<file path="src/rtl/shift_sequencer.sv">
// Multi-cycle sll/srl/sra controller: a narrow STEP-bit shift stage is reused
// each cycle under a three-state FSM with a start/busy/done handshake.
//
// state   | meaning
// --------+-----------------------------------------------------------
// S_IDLE  | waiting for start_i; data_o holds the last result
// S_SHIFT | shifting work register by min(STEP, remaining) per cycle
// S_DONE  | done_o pulse; data_o valid; may accept a back-to-back start
module shift_sequencer #(
  parameter int DATA_W  = 32,
  parameter int SHAMT_W = 5,   // 2**SHAMT_W must equal DATA_W
  parameter int STEP    = 2    // 1, 2 or 4
) (
  input  logic               clk_i,
  input  logic               rst_i,
  input  logic               start_i,
  input  logic [DATA_W-1:0]  data_i,
  input  logic [SHAMT_W-1:0] shamt_i,
  input  logic [1:0]         op_i,
  output logic               busy_o,
  output logic               done_o,
  output logic [DATA_W-1:0]  data_o
);

  typedef enum logic [1:0] {S_IDLE, S_SHIFT, S_DONE} state_t;

  localparam logic [SHAMT_W:0] STEP_V = (SHAMT_W+1)'(STEP);

  state_t             state_q, state_d;
  logic [DATA_W-1:0]  work_q, work_d;
  logic [SHAMT_W:0]   rem_q, rem_d;
  logic [1:0]         op_q, op_d;
  logic               sign_q, sign_d;
  logic [DATA_W-1:0]  data_q, data_d;

  logic [SHAMT_W:0]   step;
  logic [DATA_W-1:0]  shifted;

  always_comb begin
    step = (rem_q < STEP_V) ? rem_q : STEP_V;
    case (op_q)
      2'b01:   shifted = work_q >> step;
      // sra fills vacated MSBs with the sign bit latched at acceptance
      2'b11:   shifted = (work_q >> step) |
                         (~({DATA_W{1'b1}} >> step) & {DATA_W{sign_q}});
      default: shifted = work_q << step;
    endcase
  end

  always_comb begin
    state_d = state_q;
    work_d  = work_q;
    rem_d   = rem_q;
    op_d    = op_q;
    sign_d  = sign_q;
    data_d  = data_q;
    case (state_q)
      S_IDLE, S_DONE: begin
        state_d = S_IDLE;
        if (start_i) begin
          work_d = data_i;
          rem_d  = {1'b0, shamt_i};
          op_d   = op_i;
          sign_d = data_i[DATA_W-1];
          if (shamt_i == '0) begin
            state_d = S_DONE;
            data_d  = data_i;
          end else begin
            state_d = S_SHIFT;
          end
        end
      end
      S_SHIFT: begin
        work_d = shifted;
        rem_d  = rem_q - step;
        if (rem_d == '0) begin
          state_d = S_DONE;
          data_d  = shifted;
        end
      end
      default: state_d = S_IDLE;
    endcase
  end

  always_ff @(posedge clk_i) begin
    if (rst_i) begin
      state_q <= S_IDLE;
      work_q  <= '0;
      rem_q   <= '0;
      op_q    <= '0;
      sign_q  <= 1'b0;
      data_q  <= '0;
    end else begin
      state_q <= state_d;
      work_q  <= work_d;
      rem_q   <= rem_d;
      op_q    <= op_d;
      sign_q  <= sign_d;
      data_q  <= data_d;
    end
  end

  assign busy_o = (state_q == S_SHIFT);
  assign done_o = (state_q == S_DONE);
  assign data_o = data_q;

endmodule
</file>
<file path="config.mk">
export PLATFORM = sky130hd
export DESIGN_NAME = shift_sequencer
export DESIGN_NICKNAME = d
export VERILOG_FILES = /design/src/rtl/shift_sequencer.sv
export SDC_FILE = /design/constraint.sdc
export NUM_CORES = 1
export LEC_CHECK = 0
export CAP_MARGIN = 40
export CORE_ASPECT_RATIO = 1.5
export CORE_MARGIN = 2
export CORE_UTILIZATION = 48
export CTS_CLUSTER_DIAMETER = 200
export CTS_CLUSTER_SIZE = 25
export DETAILED_ROUTE_END_ITERATION = 12
export GPL_TIMING_DRIVEN = 0
export PLACE_DENSITY = 0.77
export SLEW_MARGIN = 30
export SYNTH_ARGS = -nofsm -noshare
export SYNTH_HDL_FRONTEND = slang
export SYNTH_SLANG_ARGS = --single-unit
</file>
<file path="constraint.sdc">
create_clock -name clk_i -period 2.1 [get_ports clk_i]
set_input_delay 0.21 -clock clk_i [delete_from_list [all_inputs] [get_ports clk_i]]
set_output_delay 0.21 -clock clk_i [all_outputs]
set_load 0.05 [all_outputs]
</file>
# Word level (Yosys, flattened, before mapping)
# Index checks and enable logic that the tools add are counted.
op_classes:
  muxes: 14
  shifts: 3
  addsub: 1
  eq_ne: 7
  magnitude_cmp: 1
  bitwise: 3
  n_reduce_logical: 8
op_table:
  columns: ["cell", "count"]
  rows:
  - ["32-bit one-hot mux with 2 select lines", 3]
  - ["32-bit two-way mux", 4]
  - ["32-bit AND", 1]
  - ["32-bit inverter", 1]
  - ["32-bit OR", 1]
  - ["32-bit by 6-bit << shifter with 32-bit output", 1]
  - ["32-bit by 6-bit >> shifter with 32-bit output", 1]
  - ["32-bit by 6-bit >> shifter with 32-bit output (first input constant)", 1]
  - ["6-bit two-way mux", 2]
  - ["6-bit one-hot mux with 2 select lines", 1]
  - ["6-bit zero test", 1]
  - ["6-bit by 2-bit < comparator with 1-bit output (second input constant)", 1]
  - ["2-bit two-way mux", 3]
  - ["6-bit subtractor", 1]
  - ["5-bit zero test", 1]
  - ["2-bit by 1-bit == test with 1-bit output (second input constant)", 2]
  - ["2-bit == test (second input constant)", 2]
  - ["2-bit != test (second input constant)", 2]
  - ["2-bit one-hot mux with 2 select lines", 1]
  - ["2-bit AND reduction", 2]
  - ["4-bit AND reduction", 1]
  - ["2-bit zero test", 1]
  - ["2-bit by 1-bit != test with 1-bit output (second input constant)", 1]
  - ["2-bit nonzero test", 1]
  - ["2-bit OR reduction", 1]
totals:
  wordCells: 43
  in_bits: 42
  ff_bits: 75

# Depth between registers and ports, before layout
# Gate-level depths: netlist (run 1).
depth:
  ltp_word: 9
  depth_mapped: 8

# Worst setup path before layout (run 1)
# OpenSTA, ideal clock, no wires.
synth_timing:
  path_kind: "flip-flop to flip-flop"
  from: "reg rem_q[2]"
  to: "reg data_q[10], in the netlist data_o[10]"
  path_stages_with_launch: 7
  arrival_ns: 1.838
  setup_ns: 0.132
  synth_period_minus_slack_ns: 1.970
  slack_ns: 0.130
  required_ns: 1.968
  cell_sequence: "dfxtp_1 or4_4 clkbuf_1 a2111oi_0 o22ai_1 o21ai_0 a21oi_1"
synth_via:
  elab_chain_cells: 9
  elab_cells_between_ends: 15
synth_rtl:
  columns: ["item", "line_no", "text"]
  rows:
  - ["start: declaration", "31", "logic [SHAMT_W:0] rem_q, rem_d;"]
  - ["start signal: assignment", "96", "rem_q <= rem_d;"]
  - ["6-bit by 2-bit < comparator with 1-bit output", "40", "step = (rem_q < STEP_V) ? rem_q : STEP_V;"]
  - ["6-bit two-way mux", "40", null]
  - ["32-bit by 6-bit >> shifter with 32-bit output", "45", "(~({DATA_W{1'b1}} >> step) & {DATA_W{sign_q}});"]
  - ["32-bit inverter", "45", null]
  - ["32-bit AND", "45", null]
  - ["32-bit OR", "44", "2'b11: shifted = (work_q >> step) |"]
  - ["32-bit one-hot mux with 2 select lines", "41", "case (op_q)"]
  - ["32-bit two-way mux", "76", "if (rem_d == '0) begin"]
  - ["32-bit one-hot mux with 2 select lines", "57", "case (state_q)"]
  - ["end signal: assignment", "99", "data_q <= data_d;"]
  - ["end: declaration", "34", "logic [DATA_W-1:0] data_q, data_d;"]
# Parallel ways exist; a longest one is shown, timed or not. The select of a mux whose other input is x is not followed.
# A chain may end at the register's enable or synchronous reset.

# Worst setup path after layout (run 1)
layout_timing:
  from: "reg rem_q[2]"
  to: "reg data_q[21], in the netlist data_o[21]"
# Same word-level chain as after synthesis.

==> flow_summary_export.csv, run 1 <==
group,metric,value,unit
floorplan,die_x,81.60,µm
timing,slew_violations,0,
critical_path,crit_slowest_cell,"or4_4",
critical_path,max_stage_delay,0.59,ns
logic_synthesis,yosysSeqAreaShare,34.63,%
cells_and_area,final_common_cell,"nand2_1",
placement,port_buffers,74,
logic_synthesis,synth_edf_count,0,
outcome,violations,"negative setup slack",
floorplan,rows,42,
logic_synthesis,syn-num-nets,636,
timing,relSlewSlack,45.31,%
logic_synthesis,synth_area,0.004335,mm²
global_route,grt.overflow.total,0,
detailed_routing,met2_wirelength,8414,µm
placement,place_congestion,1.012,
detailed_routing,first_pass_iters,5,
logic_synthesis,avgSynthCellArea,7.299,µm²
detailed_routing,drtAntennaViolNets,0,
clock_network,cts_buffers,9,
timing,post-route-period-util,102.1,%
detailed_routing,drt-initial-drc-count,687,
detailed_routing,route.met3.wl,1416,µm
detailed_routing,viasPerCell,6.509,
clock_network,clock_latency,0.34,ns
power,power.leakage,2.124,nW
floorplan,die_y,120.4,µm
global_route,antenna_found_initial,0,
floorplan,dieArea,0.009824,mm²
outcome,status,"finished, violations left",
timing,finalHoldViolations,0,
floorplan,core_area,0.008828,mm²
placement,hpwl,11690,µm
critical_path,ff2ff_setup_slack,-0.05,ns
clock_network,postCtsHoldBufs,0,
placement,place_area,0.005214,mm²
detailed_routing,routed_wl,17090,µm
floorplan,io_pins,76,
detailed_routing,detail_route.wl_per_cell,21.31,µm
critical_path,rr_startpoint,"rem_q[2]$_SDFFE_PP0P_",
detailed_routing,drt-met1-wl,6416,µm
logic_synthesis,yosys_warnings,0,
cells_and_area,num-nets-final,730,
run,maxCapViolations,0,
cells_and_area,register_area,0.001510,mm²
logic_synthesis,syn_inst,594,
cells_and_area,syn2layout_area_growth,36.71,%
critical_path,cp-start-kind,"register",
worst_hold_path,hp-start,"rst_i",
critical_path,crit_arrival,2.33,ns
cells_and_area,num-fill-cells,770,
timing,setup_viol,9,
logic_synthesis,synth_seq_cells,75,
critical_path,r2r_end,"data_o[21]$_SDFFE_PP0P_",
critical_path,crit_fanout,7,
worst_hold_path,min_path_cells,3,
clock_network,clock-sinks,75,
critical_path,path_cells,"or4_4 -> or3_4 -> buf_8 -> o211ai_1 -> a211oi_1",
critical_path,end_kind,"register",
global_route,grt_pass1_wl,25960,µm
cells_and_area,instances_no_fill,802,
cells_and_area,most-common-layout-cells,"126 x nand2_1, 73 x clkdlybuf4s50_1, 72 x dfxtp_1, 54 x nor2_1, 42 x a21oi_1",
detailed_routing,top_layer_used,"met4",
power,peakVddDrop,642.9,µV
cells_and_area,fin_area,0.005927,mm²
power,power_density,832.4,mW/mm²
detailed_routing,vias,5220,
critical_path,crit_required,2.29,ns
floorplan,initial_core_util,49.11,%
worst_hold_path,min_to,"work_q[25]$_SDFFE_PP0P_",
logic_synthesis,async_flop_share,0,%
logic_synthesis,synth_cell_types,47,
cells_and_area,antenna_cells,0,
timing,post-route-min-period,2.145,ns
detailed_routing,remaining_drc_errors,0,
placement,dp_cells,778,
logic_synthesis,ys.flop_type,"dfxtp_1",
timing,worstMarginPinSlew,0.8203,ns
clock_network,clk_pin_slew,0.06,ns
global_route,grt_max_degree,12,
worst_hold_path,hold_class,"in2reg",
global_route,grt_pass1_vias,4906,
critical_path,critPathKind,"reg2reg",
timing,rsz0062_at_grt,"yes",
clock_network,cts_buffer_depth,2,
timing,skew,0.006875,ns
clock_network,cts_max_level,3,
global_route,groute.usage.overall,34.92,%
clock_network,cts_tree,"done",
cells_and_area,drive_above_1_share,15.03,%
clock_network,root_buffer,"clkbuf_16",
timing,fin_ws,-0.04515,ns
critical_path,ff2ff_path_depth,5,
timing,fmax,466.2,MHz
cells_and_area,multi_input_area,0.002808,mm²
area by class of cell:
type / count / area share (%)
Inverter: 5 / 0.3167
Sequential cell: 75 / 25.48
Buffer: 57 / 5.489
Multi-Input combinational cell: 455 / 47.37
Tap cell: 110 / 2.322
Timing Repair Buffer: 85 / 14.61
Clock inverter: 3 / 0.2533
Clock buffer: 12 / 4.159
power breakdown:
part | switching [mW] | internal (mW) | total [mW]
clock network | 0.609 | 0.821 | 1.43
registers | 0.162 | 1.56 | 1.72
logic | 1.07 | 0.706 | 1.78
flip-flops by register name, summed over array words and instances, names as in the netlist:
register and count:
data_o 32, state_q 2, sign_q 1, work_q 32, rem_q 6, op_q 2
critical path: cells and delay by family (launching register included):
| family | cells | cell delay [ns] |
|---|---|---|
| AO/OA/AOI/OAI | 2 | 0.38 |
| buffers and inverters | 1 | 0.18 |
| flip-flops | 1 | 0.34 |
| AND/OR/NAND/NOR | 2 | 1.08 |
worst max-delay path by stage:
stage,from,to,slack [ns],cells after the start
2_1_floorplan,rem_q[2]$_SDFFE_PP0P_,data_o[10]$_SDFFE_PP0P_,0.13,6
3_3_place_gp,start_i,data_o[1]$_SDFFE_PP0P_,-0.78,8
3_5_place_dp,start_i,data_o[1]$_SDFFE_PP0P_,-0.73,8
4_1_cts,rem_q[3]$_SDFFE_PP0P_,data_o[31]$_SDFFE_PP0P_,-0.04,7
5_1_grt,rem_q[2]$_SDFFE_PP0P_,data_o[31]$_SDFFE_PP0P_,-0.07,6
6_report,rem_q[2]$_SDFFE_PP0P_,data_o[21]$_SDFFE_PP0P_,-0.05,5
cell families after synthesis:
group,after synthesis,share of synthesized area (%)
compound gates,227,35.87
simple gates,221,21.36
flops,75,34.63
buf+inv,64,6.234
mux,7,1.905
through the flow:
stage	TNS (ns)	utilization [%]	total power [mW]	setup WS [ns]	hold slack, ns
3_3_place_gp	-20.30	59.06	3.188	-0.7837	0.4402
2_1_floorplan	0	-	2.698	0.1302	0.3460
3_5_place_dp	-21.71	59.06	3.211	-0.7290	0.4439
4_1_cts	-0.2094	64.10	4.735	-0.03816	0.3035
5_1_grt	-0.5328	67.13	5.128	-0.07279	0.3450
6_report	-0.1533	67.13	4.934	-0.04515	0.3309
cell usage after synthesis, types with 5 or more instances:
cell type	number	area (µm²)
a21o_1	7	52.55
a31oi_1	5	31.28
o21ai_0	49	245.2
dfxtp_1	75	1501
o221ai_1	41	359.1
mux2i_1	6	60.06
nor2_1	63	236.5
a21oi_1	45	225.2
a211o_1	17	148.9
o211ai_1	6	45.04
nand2b_1	5	31.28
a211oi_1	34	255.2
clkbuf_1	46	172.7
buf_2	6	30.03
nand2_1	126	473.0
nor3_1	7	35.03
layer usage:
layer	up-vias	GRT usage, %
met1	2458	41.54
met3	62	6.716
met2	329	57.12
met5	-	0
li1	2371	-
met4	0	20.63
what timing repair did:
item,in CTS,in global routing
setup endpoints to repair,65,63
resized for setup,50,76
gates cloned,1,2
pin swaps,10,23
setup buffers,5,3
No activity file was read; power rests on OpenSTA's default activity.
==> run 2, diff against run 1 <==
--- a/config.mk
+++ b/config.mk
@@ -6,7 +6,6 @@
 export NUM_CORES = 1
 export LEC_CHECK = 0
 export CAP_MARGIN = 40
-export CORE_ASPECT_RATIO = 1.5
 export CORE_MARGIN = 2
 export CORE_UTILIZATION = 48
 export CTS_CLUSTER_DIAMETER = 200
==> flow_summary_export.csv, run 2 (same netlist as run 1, synthesis figures left out) <==
group,metric,value,unit
cells_and_area,final_common_cell,"nand2_1",
placement,port_buffers,74,
critical_path,rr_startpoint,"rem_q[4]$_SDFFE_PP0P_",
cells_and_area,drive_above_1_share,12.10,%
detailed_routing,routed_wl,15860,µm
global_route,grt_pass1_vias,4744,
cells_and_area,final_util,64.86,%
critical_path,cp_num_cells,6,
critical_path,crit_fanout,10,
cells_and_area,instances_no_fill,794,
clock_network,clock-sinks,75,
critical_path,cp_top_family,"compound AO/OA/AOI/OAI gates",
detailed_routing,detail_route.wl_per_cell,19.98,µm
floorplan,core_area,0.008721,mm²
floorplan,die_y,99.04,µm
placement,dp_cells,776,
placement,place_congestion,0.9841,
critical_path,cp-startpoint,"rem_q[4]$_SDFFE_PP0P_",
critical_path,crit_arrival,2.34,ns
worst_hold_path,hold_class,"in2reg",
timing,relSlewSlack,44.00,%
clock_network,clock_latency,0.36,ns
timing,finalHoldViolations,0,
clock_network,root_buffer,"clkbuf_8",
placement,hpwl,10950,µm
critical_path,crit_required,2.33,ns
floorplan,dieArea,0.009808,mm²
cells_and_area,syn2layout_area_growth,30.48,%
cells_and_area,antenna_cells,0,
global_route,grt_pass1_wl,24540,µm
global_route,groute.usage.overall,31.62,%
timing,fin_tns_setup,-0.01610,ns
timing,worstMarginPinSlew,0.8400,ns
cells_and_area,most-common-layout-cells,"126 x nand2_1, 73 x dfxtp_1, 73 x clkdlybuf4s50_1, 62 x nor2_1, 45 x a21oi_1",
timing,slew_violations,0,
critical_path,end_kind,"register",
clock_network,cts_tree,"done",
clock_network,cts_buffers,9,
clock_network,cts_max_level,3,
floorplan,rows,34,
global_route,grt.overflow.total,0,
timing,hold_slack,0.3232,ns
timing,fmax,472.6,MHz
critical_path,critPathBufInv,1,
floorplan,io_pins,76,
global_route,grt_util_met2,49.74,%
detailed_routing,first_pass_iters,9,
cells_and_area,num-nets-final,724,
power,power_density,772.7,mW/mm²
critical_path,cp-start-kind,"register",
detailed_routing,drtAntennaViolNets,0,
worst_hold_path,hp-start,"rst_i",
global_route,antenna_found_initial,0,
placement,place_ws,-0.7620,ns
timing,setup_viol,1,
cells_and_area,register_area,0.001506,mm²
critical_path,crit_slowest_cell,"or4_4",
power,power.leakage,2.025,nW
floorplan,initial_core_util,49.71,%
timing,skew,0.009252,ns
detailed_routing,vias,5094,
detailed_routing,drt-initial-drc-count,722,
worst_hold_path,min_path_cells,3,
detailed_routing,viasPerCell,6.416,
clock_network,clk_pin_slew,0.08,ns
global_route,grt.met1_usage,40.96,%
cells_and_area,num-fill-cells,784,
cells_and_area,fin_area,0.005657,mm²
floorplan,die_x,99.04,µm
critical_path,critPathKind,"reg2reg",
run,maxCapViolations,0,
cells_and_area,multi_input_area,0.002745,mm²
critical_path,path_cells,"or4_4 -> clkbuf_4 -> a2111oi_2 -> o2bb2ai_1 -> o21ai_0 -> a21oi_1",
timing,fin_ws,-0.01610,ns
power,peakVddDrop,520.8,µV
power,finalPower,4.371,mW
timing,post-route-period-util,100.8,%
global_route,grt-busiest-layer,"met2",
timing,post-route-min-period,2.116,ns
placement,place_area,0.005211,mm²
critical_path,ff2ff_path_depth,6,
global_route,globalRouteMet3Util,7.589,%
clock_network,cts_buffer_depth,2,
critical_path,max_stage_delay,0.59,ns
global_route,grt_max_degree,12,
timing,rsz0062_at_grt,"yes",
detailed_routing,remaining_drc_errors,0,
outcome,violations,"negative setup slack",
outcome,status,"finished, violations left",
run 2: worst paths after layout:
path	to	slack, ns
hold reg to reg	data_o[1]$_SDFFE_PP0P_	0.45
hold / removal	work_q[25]$_SDFFE_PP0P_	0.32
setup reg to reg	data_o[8]$_SDFFE_PP0P_	-0.02
setup / recovery	data_o[8]$_SDFFE_PP0P_	-0.02
run 2: cell type report:
type                    instances  area share [%]
clock inverters                 3          0.2654
inverters                       5          0.3318
flip-flops and latches         75           26.63
well taps                     108           2.389
repair buffers                 79           13.71
clock buffers                  12           2.566
plain buffers                  57           5.574
multi-input cells             455           48.53
run 2: power breakdown:
| group | internal, mW | switching [mW] |
|---|---|---|
| combinational | 0.632 | 1.01 |
| sequential | 1.56 | 0.156 |
| clock | 0.451 | 0.558 |
| total | 2.64 | 1.73 |
run 2: layer usage:
layer / part of all wire (%) / vias to the layer above
met3: 9.6 / 59
met2: 45 / 301
met5: 0 / -
met1: 41 / 2385
li1: - / 2349
met4: 3.6 / 0
run 2: what timing repair did:
action	4_1_cts	5_1_grt
setup endpoints to repair	63	66
pin swaps	4	12
resized for setup	37	60
setup buffers	2	3
cloned	0	0
hold buffers	0	0
run 2: worst register-to-register path, cell delays in order, from the launching register on:
cell and delay [ns]:
dfxtp_4 0.37, or4_4 0.59, clkbuf_4 0.25, a2111oi_2 0.38
o2bb2ai_1 0.15, o21ai_0 0.16, a21oi_1 0.09
==> run 3, diff against run 2 <==
--- a/config.mk
+++ b/config.mk
@@ -7,12 +7,13 @@
 export LEC_CHECK = 0
 export CAP_MARGIN = 40
 export CORE_MARGIN = 2
-export CORE_UTILIZATION = 48
+export CORE_UTILIZATION = 53
 export CTS_CLUSTER_DIAMETER = 200
 export CTS_CLUSTER_SIZE = 25
 export DETAILED_ROUTE_END_ITERATION = 12
 export GPL_TIMING_DRIVEN = 0
-export PLACE_DENSITY = 0.77
+export PLACE_DENSITY = 0.8
+export REMOVE_ABC_BUFFERS = 1
 export SLEW_MARGIN = 30
 export SYNTH_ARGS = -nofsm -noshare
 export SYNTH_HDL_FRONTEND = slang
==> constraint.sdc (replaced) <==
create_clock -name clk_i -period 2.4 [get_ports clk_i]
set_input_delay 0.24 -clock clk_i [delete_from_list [all_inputs] [get_ports clk_i]]
set_output_delay 0.24 -clock clk_i [all_outputs]
set_load 0.1 [all_outputs]
==> flow_summary_export.csv, run 3 (same netlist as run 1, synthesis figures left out) <==
group,metric,value,unit
critical_path,crit_fanout,23,
cells_and_area,multi_input_area,0.002718,mm²
global_route,grt_max_degree,53,
detailed_routing,viasPerCell,6.550,
global_route,grt_pass1_wl,22380,µm
timing,slew_violations,0,
floorplan,initial_core_util,55.53,%
clock_network,cts_buffer_depth,2,
cells_and_area,instances_no_fill,778,
floorplan,dieArea,0.008920,mm²
cells_and_area,final_common_cell,"nand2_1",
critical_path,critPathKind,"reg2reg",
floorplan,rows,32,
worst_hold_path,min_to,"work_q[16]$_SDFFE_PP0P_",
critical_path,ff2ff_path_depth,5,
floorplan,die_x,94.45,µm
timing,finalHoldViolations,0,
run,maxCapViolations,0,
cells_and_area,antenna_cells,0,
clock_network,cts_tree,"done",
floorplan,io_pins,76,
timing,fin_tns_setup,0,ns
power,power_density,729.8,mW/mm²
cells_and_area,register_area,0.001508,mm²
worst_hold_path,hp-start,"rst_i",
placement,hpwl,8014,µm
clock_network,cts_max_level,3,
clock_network,postCtsHoldBufs,0,
placement,place_ws,-1.168,ns
global_route,groute.usage.overall,31.53,%
outcome,status,"complete, no violations",
timing,setup_viol,0,
floorplan,core_area,0.007807,mm²
placement,port_buffers,75,
timing,relSlewSlack,46.51,%
critical_path,max_stage_delay,0.68,ns
placement,dp_cells,751,
worst_hold_path,hold_class,"in2reg",
clock_network,clk_pin_slew,0.08,ns
detailed_routing,vias,5096,
cells_and_area,syn2layout_area_growth,38.27,%
clock_network,root_buffer,"clkbuf_8",
critical_path,rr_startpoint,"rem_q[2]$_SDFFE_PP0P_",
critical_path,crit_required,2.67,ns
critical_path,end_kind,"register",
timing,skew,0.005365,ns
global_route,grt.overflow.total,0,
critical_path,crit_slowest_cell,"or4_4",
detailed_routing,first_pass_iters,5,
power,peakVddDrop,553.9,µV
timing,rsz0062_at_grt,"yes",
global_route,antenna_found_initial,0,
cells_and_area,num-nets-final,713,
cells_and_area,most-common-layout-cells,"125 x nand2_1, 74 x clkdlybuf4s50_1, 72 x dfxtp_1, 63 x nor2_1, 48 x o21ai_0",
timing,hold_slack,0.2728,ns
detailed_routing,detail_route.wl_per_cell,18.13,µm
timing,post-route-period-util,96.52,%
cells_and_area,num-fill-cells,573,
clock_network,clock-sinks,75,
detailed_routing,routed_wl,14110,µm
critical_path,crit_arrival,2.58,ns
critical_path,ff2ff_setup_slack,0.08,ns
floorplan,die_y,94.45,µm
cells_and_area,drive_above_1_share,12.72,%
detailed_routing,drt-initial-drc-count,564,
timing,worstMarginPinSlew,0.8024,ns
worst_hold_path,min_path_cells,2,
clock_network,cts_buffers,9,
timing,post-route-min-period,2.316,ns
timing,fmax,431.7,MHz
critical_path,path_cells,"or4_4 -> nor2_8 -> o221ai_1 -> a211o_1 -> a211oi_1",
placement,place_congestion,0.9069,
power,power.leakage,2.169,nW
critical_path,r2r_end,"data_o[5]$_SDFFE_PP0P_",
global_route,grt_pass1_vias,4717,
critical_path,cp-start-kind,"register",
clock_network,clock_latency,0.36,ns
detailed_routing,remaining_drc_errors,0,
detailed_routing,drtAntennaViolNets,0,
timing,fin_ws,0.08353,ns
==> run 3: final cells by class <==
type                       instances  area share [%]
clock buffer                      11           2.359
inverter                           5          0.3966
tap                              102           2.129
multi-input combinational        461           45.34
clock inverter                     5           1.670
timing repair buffer             118           22.88
timing repair inverter             1         0.08349
sequential                        75           25.15
==> run 3: repair_timing <==
item / 4_1_cts / 5_1_grt
setup buffers: 2 / 1
pin swaps: 1 / 5
endpoints found under the setup margin: 60 / 17
gates cloned: 4 / 3
resized for setup: 13 / 3
==> run 3: per-layer routing <==
metal	wire length [µm]	up-vias	track usage (%)
li1	-	2336	-
met1	5565	2384	38.69
met2	6850	328	54.17
met3	1307	48	6.385
met4	383	0	12.56
met5	0	-	0
==> run 3: worst max path at each step <==
stage / startpoint / endpoint / slack, ns / cells after the start
3_5_place_dp: state_q[0]$_SDFFE_PP0P_ / data_o[25]$_SDFFE_PP0P_ / -1.17 / 6
3_3_place_gp: start_i / data_o[1]$_SDFFE_PP0P_ / -4.32 / 6
6_report: rem_q[2]$_SDFFE_PP0P_ / data_o[5]$_SDFFE_PP0P_ / 0.08 / 5
4_1_cts: rem_q[0]$_SDFFE_PP0P_ / data_o[25]$_SDFFE_PP0P_ / 0.009 / 5
5_1_grt: start_i / data_o[25]$_SDFFE_PP0P_ / -0.05 / 7
2_1_floorplan: state_q[1]$_SDFFE_PP0P_ / data_o[25]$_SDFFE_PP0P_ / -1.89 / 6
==> run 3: per-stage QoR <==
step           power (mW)  util (%)  instance area, µm²
2_1_floorplan       2.489         -                4084
3_3_place_gp        2.861     63.56                4962
3_5_place_dp        3.089     71.54                5585
4_1_cts             4.318     76.14                5944
5_1_grt             4.525     76.78                5995
6_report            4.375     76.78                5995
==> run 3: power by group <==
group	total, mW	internal, mW	switching (mW)	leakage (nW)
Combinational	1.65	0.618	1.03	1.43
Sequential	1.52	1.37	0.158	0.617
Clock	1.20	0.716	0.487	0.123
==> run 3: worst max-delay path: cells and delay by family (launching register included) <==
family | cells | cell delay, ns
flip-flops | 1 | 0.39
AND/OR/NAND/NOR | 2 | 1.02
AO/OA/AOI/OAI | 3 | 0.82
